File: config.mk
export PLATFORM = sky130hd
export DESIGN_NAME = cp_strip_derot
export DESIGN_NICKNAME = d
export VERILOG_FILES = /design/src/rtl/ofdm_pkg.sv /design/src/rtl/sat_negate.sv /design/src/rtl/cp_strip_derot.sv
export SDC_FILE = /design/constraint.sdc
export NUM_CORES = 1
export LEC_CHECK = 0
export ABC_CLOCK_PERIOD_IN_PS = 1500
export CAP_MARGIN = 10
export CORE_ASPECT_RATIO = 1.5
export CORE_MARGIN = 2
export CORE_UTILIZATION = 46
export CTS_CLUSTER_DIAMETER = 100
export DETAILED_ROUTE_END_ITERATION = 8
export HOLD_SLACK_MARGIN = 0.08
export PLACE_DENSITY_LB_ADDON = 0.12
export REMOVE_ABC_BUFFERS = 1
export SYNTH_ARGS = -nofsm -noshare
export SYNTH_HDL_FRONTEND = slang
export SYNTH_HIERARCHICAL = 1
export SYNTH_SLANG_ARGS = --single-unit
File: constraint.sdc
create_clock -name clk -period 1.5 [get_ports clk]
set_input_delay 0.3 -clock clk [delete_from_list [all_inputs] [get_ports clk]]
set_output_delay 0.3 -clock clk [all_outputs]
set_load 0.01 [all_outputs]
File: src/rtl/ofdm_pkg.sv
// Shared OFDM receive-path definitions: symbol-framing states and default geometry.
package ofdm_pkg;
    typedef enum logic [1:0] {
        IDLE = 2'd0,
        CP   = 2'd1,
        DATA = 2'd2
    } state_t;

    localparam int N_FFT_DEF  = 64;
    localparam int CP_LEN_DEF = 16;
    localparam int W_DEF      = 16;
endpackage

File: src/rtl/sat_negate.sv
// Combinational saturating two's-complement negation of one signed sample.
module sat_negate #(
    parameter int W = 16
) (
    input  logic signed [W-1:0] a,
    output logic signed [W-1:0] y
);
    localparam logic signed [W-1:0] MOST_NEG = {1'b1, {(W-1){1'b0}}};
    localparam logic signed [W-1:0] MOST_POS = {1'b0, {(W-1){1'b1}}};

    // The most negative value has no positive counterpart, so it clips.
    function automatic logic signed [W-1:0] sat_neg(input logic signed [W-1:0] v);
        if (v == MOST_NEG)
            return MOST_POS;
        else
            return -v;
    endfunction

    assign y = sat_neg(a);
endmodule

File: src/rtl/cp_strip_derot.sv
// Strips the cyclic prefix from each received OFDM symbol and multiplies the useful
// samples by (-1)^k, moving the spectrum by N_FFT/2 bins ahead of the FFT.
module cp_strip_derot
    import ofdm_pkg::*;
#(
    parameter int N_FFT  = N_FFT_DEF,
    parameter int CP_LEN = CP_LEN_DEF,
    parameter int W      = W_DEF
) (
    input  logic                clk,
    input  logic                rst,
    input  logic                en,
    input  logic                in_sop,
    input  logic signed [W-1:0] in_i,
    input  logic signed [W-1:0] in_q,
    output logic signed [W-1:0] out_i,
    output logic signed [W-1:0] out_q,
    output logic                out_valid,
    output logic                out_sop,
    output logic                out_eop,
    output logic                sync_err
);
    localparam int CW = $clog2(N_FFT);
    localparam logic [CW-1:0] CP_LAST = CW'(CP_LEN - 1);
    localparam logic [CW-1:0] K_LAST  = CW'(N_FFT - 1);

    state_t              state;
    logic [CW-1:0]       cnt;
    logic signed [W-1:0] neg_i;
    logic signed [W-1:0] neg_q;

    sat_negate #(.W(W)) u_neg_i (.a(in_i), .y(neg_i));
    sat_negate #(.W(W)) u_neg_q (.a(in_q), .y(neg_q));

    // Single registered stage: framing state, counter and the output sample.
    always_ff @(posedge clk or posedge rst) begin
        if (rst) begin
            state     <= IDLE;
            cnt       <= '0;
            out_i     <= '0;
            out_q     <= '0;
            out_valid <= 1'b0;
            out_sop   <= 1'b0;
            out_eop   <= 1'b0;
            sync_err  <= 1'b0;
        end else begin
            out_valid <= 1'b0;
            out_sop   <= 1'b0;
            out_eop   <= 1'b0;
            sync_err  <= 1'b0;
            if (en) begin
                // A start marker always wins and resynchronises to CP index 0.
                if (in_sop) begin
                    sync_err <= (state != IDLE);
                    if (CP_LEN == 1) begin
                        state <= DATA;
                        cnt   <= '0;
                    end else begin
                        state <= CP;
                        cnt   <= CW'(1);
                    end
                end else begin
                    case (state)
                        IDLE: begin
                            cnt <= '0;
                        end
                        CP: begin
                            if (cnt == CP_LAST) begin
                                state <= DATA;
                                cnt   <= '0;
                            end else begin
                                cnt <= cnt + 1'b1;
                            end
                        end
                        DATA: begin
                            out_valid <= 1'b1;
                            out_i     <= cnt[0] ? neg_i : in_i;
                            out_q     <= cnt[0] ? neg_q : in_q;
                            out_sop   <= (cnt == '0);
                            out_eop   <= (cnt == K_LAST);
                            if (cnt == K_LAST) begin
                                state <= IDLE;
                                cnt   <= '0;
                            end else begin
                                cnt <= cnt + 1'b1;
                            end
                        end
                        default: begin
                            state <= IDLE;
                            cnt   <= '0;
                        end
                    endcase
                end
            end
        end
    end
endmodule

Word level (Yosys, flattened, before mapping). Cells that the tools add are included.

Flip-flop bits (word level): 44. Bits of input ports: 36. Output and inout bits: 36. Word-level logic and storage cells: 49.

Add/sub/neg operators: 3. Equality and inequality tests: 9. Mux-type cells: 23. Bitwise logic cells: 1. Reductions and logical operators: 5.

Operators with widths (count): two-way mux 16 bit (4); == test 16 bit, second input constant (2); negation 16 bit (2); two-way mux 6 bit (3); one-hot mux 6 bit (2 select lines) (1); two-way mux 1 bit (11); adder 6 x 1 -> 6 bit, second input constant (1); == test 6 x 4 -> 1 bit, second input constant (1); == test 6 bit, second input constant (1); zero test 6 bit (1); two-way mux 2 bit (3); != test 3 bit, second input constant (2); one-hot mux 2 bit (3 select lines) (1); AND reduction 4 bit (1); AND reduction 3 bit (1); == test 2 x 1 -> 1 bit, second input constant (1); == test 2 bit, second input constant (1); zero test 2 bit (1); != test 2 bit, second input constant (1); nonzero test 2 bit (1); NOT 1 bit (1).

Depth between registers and ports, before layout.
Word-level depth: 4. Gate-level depth with buffers: 8. Mapped depth without buffers: 7.

Hierarchy. The synthesis kept the hierarchy.

Modules (own cells, without submodules): cp_strip_derot (times used 1, cells each 212, area each 2255.9 um^2, sequential area each 1101.1 um^2); sat_negate (times used 2, cells each 60, area each 392.9 um^2, sequential area each 0.0 um^2).

Least setup slack after synthesis. No wires, ideal clock.

Path type: input port to flip-flop. Start point: in in_i[11]. End point: reg out_i[15]. Setup time: 0.132 ns. Arrival: 1.743 ns. Data required time: 1.368 ns. Path slack: -0.375 ns. Stages on the path: 7. Buffers on the path: 1. Cells stage by stage: or4_4 -> and4bb_4 -> nand2_2 -> buf_6 -> a41o_1 -> mux2i_1 -> o21ai_1.

Longest elaborated chain between the ends: 3. Elaborated cells between the ends (all ways): 4. Classes of those cells: 1 x add/sub; 1 x eq/ne; 2 x mux.

RTL lines: start: declaration (line cp_strip_derot.sv:14) `input logic signed [W-1:0] in_i,`; negation 16 bit / == test 16 bit (equally long branches) (line sat_negate.sv:16, sat_negate.sv:13); two-way mux 16 bit (*) (line sat_negate.sv:13) `if (v == MOST_NEG)`; via neg_i[15] (line cp_strip_derot.sv:29) `logic signed [W-1:0] neg_i;`; two-way mux 16 bit (*) (line cp_strip_derot.sv:77) `out_i <= cnt[0] ? neg_i : in_i;`; end signal: assignment (line cp_strip_derot.sv:77); end: declaration (line cp_strip_derot.sv:16) `output logic signed [W-1:0] out_i,`.

The timed path passes the listed nets; every way through them passes the cells marked *. A chain may end at the register's enable or synchronous reset.

Final worst setup path.
Start point: in in_q[11]. End point: reg out_q[15].

Longest elaborated chain between the ends: 3. Elaborated cells between the ends (all ways): 4. Classes of those cells: 1 x add/sub; 1 x eq/ne; 2 x mux.

RTL lines: start: declaration (line cp_strip_derot.sv:15) `input logic signed [W-1:0] in_q,`; negation 16 bit / == test 16 bit (equally long branches) (line sat_negate.sv:16, sat_negate.sv:13); two-way mux 16 bit (*) (line sat_negate.sv:13); via neg_q[15] (line cp_strip_derot.sv:30) `logic signed [W-1:0] neg_q;`; two-way mux 16 bit (*) (line cp_strip_derot.sv:78) `out_q <= cnt[0] ? neg_q : in_q;`; end signal: assignment (line cp_strip_derot.sv:78); end: declaration (line cp_strip_derot.sv:17) `output logic signed [W-1:0] out_q,`.

Marks and branches as above.

==> results.json <==
{
  "area_growth_pct": 56.11,
  "dieArea_sq_um": 7292,
  "ys_seq_area_frac": 0.3620,
  "ys_types": 49,
  "max-cap-violations": 0,
  "hold_viol_final": 0,
  "max_stage_delay_ns": 0.54,
  "synthCells": 332,
  "synth-edff-count": 0,
  "status": "finished, violations left",
  "regArea_sq_um": 1104,
  "post_drt_wl_per_cell_um": 15.47,
  "holdCritPathClass": "input pin to asynchronous set/reset pin",
  "die_x_um": 70.40,
  "tns_ns": -1.043,
  "insertedDiodeCount": 0,
  "setup_ws_ns": -0.1070,
  "num_io_pins": 72,
  "fp.dieH_um": 103.6,
  "finalNonFillerCells": 563,
  "final-max-slew-violation-count": 0,
  "place_area_sq_um": 4352,
  "h-tree-depth": 2,
  "p_leak_nw": 2.538,
  "antenna_found_initial": 0,
  "hpwl_mm": 6.070,
  "track_usage": 0.2428,
  "path_clk_slew_ns": 0.09,
  "multi_input_comb_area_sq_um": 2039,
  "max_freq_ghz": 0.6223,
  "dr.pass1.iters": 4,
  "drt_iter0_markers": 122,
  "grt_remaining_overflow": 0,
  "grt_max_degree": 45,
  "period_needed_ns": 1.607,
  "place_ws_ns": -0.8316,
  "worst_pin_slew_ns": 0.3012,
  "clock_skew_ns": 0.006827,
  "n_fill_cell": 489,
  "synth_top_flop_cell": "dfrtp_1",
  "start_util": 0.4722,
  "slew-limit-headroom": 0.7975,
  "num_vias": 3023,
  "period_share": 1.071,
  "syn_avg_cell_area_sq_um": 9.162,
  "nNetsFinal": 529,
  "holdWs_ns": 0.3159,
  "critPathSlowestCell": "or4_4",
  "io_buffers": 71,
  "synthArstFlopShare": 1.000,
  "cp.arrival_ns": 1.82,
  "drive_above_1_share": 0.3799,
  "cts_buffers": 5,
  "violations": "setup timing",
  "tritoncts": "built",
  "routabilityCongestion": 0.8665,
  "insertion_delay_ns": 0.32,
  "finish.utilization": 0.7372,
  "worst-setup-path-type": "input pin to flop",
  "crit_chain": "buf_6, or4_4, and4bb_4, nand2_4, a41o_1, mux2i_1, o21ai_1",
  "clockRootBuffer": "clkbuf_8",
  "end_kind": "flop",
  "dpl.cell_count": 541,
  "viasPerCell": 5.369,
  "cts_sinks": 44,
  "setup_viol": 33,
  "grt_setup_unrepaired": "true",
  "synth-seq-cells": 44,
  "core_area_sq_um": 6441,
  "path_delay_family": "simple AND/OR/NAND/NOR gates",
  "syn_area_sq_um": 3042,
  "start_kind": "input pin",
  "powerDensity_nw_per_um2": 620.3,
  "ctsHoldBuffers": 0,
  "required_ns": 1.71,
  "rows": 36,
  "ant_nets": 0,
  "grt_pass1_wl_mm": 14.13,
  "drc_errors": 0,
  "final_common_cell": "buf_4",
  "peakVddDrop_mv": 0.4108,
  "yosys_warnings": 6,
  "drt-total-wl_mm": 8.709,
  "clockBufferDepth": 2,
  "stdcell_area_sq_um": 4748,
  "final_cell_mix": "buf_4, nand2_1, dlygate4sd2_1",
  "grt_pass1_vias": 3036,
  "cp_max_fo": 3,
  "crit_buf_inv": 1,
  "total_power_mw": 2.945
}
[power breakdown]
| part | total (mW) | internal [mW] | switching (mW) |
|---|---|---|---|
| sequential | 1.23 | 1.21 | 0.0209 |
| combinational | 0.895 | 0.463 | 0.432 |
| clock | 0.818 | 0.375 | 0.443 |
| total | 2.95 | 2.05 | 0.896 |
[repair_timing]
action	4_1_cts	5_1_grt
setup endpoints to repair	68	40
pin swaps	25	24
gates cloned	1	1
resized for setup	128	45
buffers inserted	7	5
[layer usage]
metal | track usage | vias to the layer above | part of all wire
li1 | - | 1492 | -
met1 | 0.2586 | 1413 | 0.36
met2 | 0.4596 | 95 | 0.56
met3 | 0.03891 | 23 | 0.039
met4 | 0.09890 | 0 | 0.038
met5 | 0 | - | 0
[path summary, 6_finish.rpt]
kind                                      start               endpoint  slack, ns  cells after the start
max                                    in_q[11]  out_q[15]$_DFFE_PP0P_      -0.11                      7
min                                         rst     cnt[5]$_DFFE_PP0P_       0.32                      3
max reg2reg                state[0]$_DFFE_PP0P_     cnt[3]$_DFFE_PP0P_          0                      6
min reg2reg                out_i[3]$_DFFE_PP0P_   out_i[3]$_DFFE_PP0P_       0.49                      2
max in group asynchronous                   rst   state[1]$_DFFE_PP0P_       0.94                      3
min in group clk                       in_q[10]  out_q[10]$_DFFE_PP0P_       0.36                      4
[worst reg2reg max path, cell delays in order, from the launching register on]
cell and delay, ns:
dfrtp_1 0.40, buf_4 0.15, ha_4 0.17, buf_4 0.14, o21bai_4 0.13, a21oi_2 0.09
a221o_1 0.31
[registers in the layout, indices dropped and copies added (netlist names)]
register	count
out_i	16
out_q	16
cnt	6
state	2
out_eop	1
out_sop	1
out_valid	1
sync_err	1
[cells by family (layout without fill, tap and decap cells)]
group / Yosys count / count (layout) / synth area share
compound gates: 69 / 69 / 0.1543
xor+xnor: 12 / 12 / 0.03455
fa+ha+maj: 7 / 7 / 0.02879
buf+inv: 26 / 181 / 0.05471
flops: 44 / 44 / 0.3620
mux: 38 / 38 / 0.1250
simple gates: 136 / 136 / 0.2406
[cell type report]
cell class | instances | share of cell area
Timing Repair Buffer | 162 | 0.2896
Tap cell | 76 | 0.02003
Clock inverter | 1 | 0.001581
Inverter | 11 | 0.008696
Clock buffer | 7 | 0.01818
Multi-Input combinational cell | 262 | 0.4295
Sequential cell | 44 | 0.2324
[cells in the mapped netlist, types with 2 or more instances]
cell type | n | share of area
ha_1 | 7 | 0.029
nor4_2 | 2 | 0.0082
nand2_2 | 3 | 0.0062
and3_4 | 2 | 0.0074
nand3b_1 | 3 | 0.0074
a41o_1 | 2 | 0.0066
nand4b_1 | 2 | 0.0058
nand2b_1 | 2 | 0.0041
nand3_1 | 8 | 0.013
a21oi_2 | 2 | 0.0058
and3_1 | 3 | 0.0062
nand2_1 | 57 | 0.070
or4_1 | 2 | 0.0049
buf_6 | 8 | 0.030
inv_1 | 11 | 0.014
o21ai_1 | 27 | 0.044
nor2_1 | 21 | 0.026
o31ai_1 | 3 | 0.0074
buf_2 | 4 | 0.0066
xnor2_1 | 8 | 0.023
or4_4 | 2 | 0.0074
and3b_1 | 2 | 0.0058
dfrtp_1 | 44 | 0.36
a22o_1 | 3 | 0.0086
xor2_1 | 4 | 0.012
a21boi_0 | 4 | 0.0099
a21oi_1 | 7 | 0.012
o21ai_0 | 6 | 0.0099
mux2i_1 | 38 | 0.13
o21ai_2 | 7 | 0.020
and4bb_4 | 2 | 0.011
nor4_1 | 8 | 0.016
clkbuf_1 | 2 | 0.0025
and2_1 | 3 | 0.0062
nor2b_1 | 3 | 0.0062
nor3_1 | 7 | 0.012
Power figures use the tool's default switching activity.
==> variant (same flow settings) <==
Put one more register stage on the output `sync_err`, without a reset. The value now appears one clock later. The other outputs are not delayed to match.
--- a/src/rtl/cp_strip_derot.sv
+++ b/src/rtl/cp_strip_derot.sv
@@ -24,6 +24,8 @@
     localparam logic [CW-1:0] CP_LAST = CW'(CP_LEN - 1);
     localparam logic [CW-1:0] K_LAST  = CW'(N_FFT - 1);
 
+    logic sync_err_s0;
+
     state_t              state;
     logic [CW-1:0]       cnt;
     logic signed [W-1:0] neg_i;
@@ -42,16 +44,16 @@
             out_valid <= 1'b0;
             out_sop   <= 1'b0;
             out_eop   <= 1'b0;
-            sync_err  <= 1'b0;
+            sync_err_s0 <= 1'b0;
         end else begin
             out_valid <= 1'b0;
             out_sop   <= 1'b0;
             out_eop   <= 1'b0;
-            sync_err  <= 1'b0;
+            sync_err_s0 <= 1'b0;
             if (en) begin
                 // A start marker always wins and resynchronises to CP index 0.
                 if (in_sop) begin
-                    sync_err <= (state != IDLE);
+                    sync_err_s0 <= (state != IDLE);
                     if (CP_LEN == 1) begin
                         state <= DATA;
                         cnt   <= '0;
@@ -94,5 +96,9 @@
             end
         end
     end
+    always_ff @(posedge clk) begin
+        sync_err <= sync_err_s0;
+    end
+
 endmodule
 
Behaviour: not the same (a bounded check fails within 4 cycles, from zero or initial values and one cycle with rst high).
==> variant against the original RTL <==
The flow still finishes with violations (setup timing); power is 1.0% lower; worst setup slack better by 2.7 ps; sequential cell count is 1 higher; largest power group unchanged; design area is 0.21% higher; final cell count is 0.89% lower; non-clock buffer count is 6 lower; first-iteration DRC count is 12% lower; core utilization is 0.36 points lower; routed wire length is 8.5% lower; die area is 0.62% higher; clock skew is 1.4 ps lower; register-to-register slack better by 20 ps; area after synthesis is 0.66% higher; hold slack worse by 80 ps; highest routed layer unchanged.
==> variant: results (changes against the original RTL) <==
first-pass GRT wire length 13.1 mm (-7.1%); peak supply drop 0.555 mV (+35%); DR iter-0 viols 107 (-12%); DP HPWL 5.67 mm (-6.5%); Area after DPL 4330 um2 (-0.52%); Clock Skew 5.43 ps (-1.40 ps); M1 wire length 3.16 mm (-0.13%); Clk. pwr 759 uW (-7.2%); total routed wirelength 7.97 mm (-8.5%); CP Launch Point in_i[10]; crit path to out_i[10]$_DFFE_PP0P_; Clock Latency Late Sink 300 ps (-20 ps); final cell count without fillers 558 (-0.89%); CP peak stage delay 560 ps (+20 ps); reg2reg end cnt[5]$_DFFE_PP0P_; vias after detailed routing 2966 (-1.9%); drc violations 0 (unchanged); Sum Neg Setup Slack -1380 ps (-341 ps); Slew HR 75.8% (-3.9 points); Nets 524 (-0.95%); GR Layer Usage met1 25.5% (-0.41 points); Power Density 613 nW/um2 (-1.2%); vias in the first global route 2891 (-4.8%); switch share 30.2% (-0.27 points); setup slack after placement -755 ps (+76.6 ps); final worst-path setup slack -104 ps (+2.72 ps); GPL Wtd Cong 0.856 (-1.2%); final hold slack 236 ps (-79.7 ps); Comb power 893 uW (about the same); fraction of layout cells with a size suffix above 1 35.3% (-2.7 points); met2 GRT Util 41.0% (-5.0 points); Crit path max-delay family simple AND/OR/NAND/NOR gates; sequential area share after synthesis 36.6% (+0.42 points); Syn Inst Count 333 (+0.30%); r2r setup slk 20 ps (+20 ps); top flop regs out_i x16, out_q x16, cnt x6; status finished, violations left; wire length on met2 4.35 mm (-11%); met3 wire len 319 um (-6.2%); LEAKAGE 2.62 nW (+3.3%); largest net degree at the start of global routing 40 (-11%); total global-route track usage 21.8% (-2.5 points); failing checks setup timing; cell count after placement 538 (-0.55%); drt first pass iters 5 (+1); Final setup viols 29 (-12%); worst-path fanout max 4 (+1); Synth area leaders dfrtp_1, mux2i_1, nand2_1, o21ai_1, buf_6; Crit path arrival time 1840 ps (+20 ps); met3 GRT Util 2.81% (-1.1 points); Synth async-reset ratio 97.8% (-2.2 points)
## variant: cell count changes in the layout (fill, tap and decap cells not counted), sizes merged
cell and change:
clkbuf -3, clkdlybuf4s15 +2, buf -5, dlymetal6s2s +9, dlygate4sd2 -10, clkdlybuf4s50 +1, dfxtp +1
## variant: timing repair
| action | CTS | global route |
|---|---|---|
| setup buffers | 6 | 5 |
| setup endpoints to repair | 61 | 48 |
| hold buffers | 0 | 0 |
| pin swaps | 30 | 24 |
| gates resized for setup | 137 | 35 |
| cloned | 1 | 0 |
## variant: cells by family after synthesis
group / count (synthesis) / synth area share [%]
AOI/OAI and AO/OA: 69 / 15.3
muxes: 38 / 12.4
buffers and inverters: 26 / 5.44
and+or+nand+nor: 136 / 23.9
adders and majority gates: 7 / 2.86
DFF: 45 / 36.6
xor gates and xnor gates: 12 / 3.43
## variant: layout make-up
type	count	area, um2
tap	76	95.1
multi-input combinational	262	2050
sequential	45	1120
clock inverter	1	7.51
clock buffer	7	76.3
fill	481	1730
timing repair buffer	156	1360
inverter	11	41.3
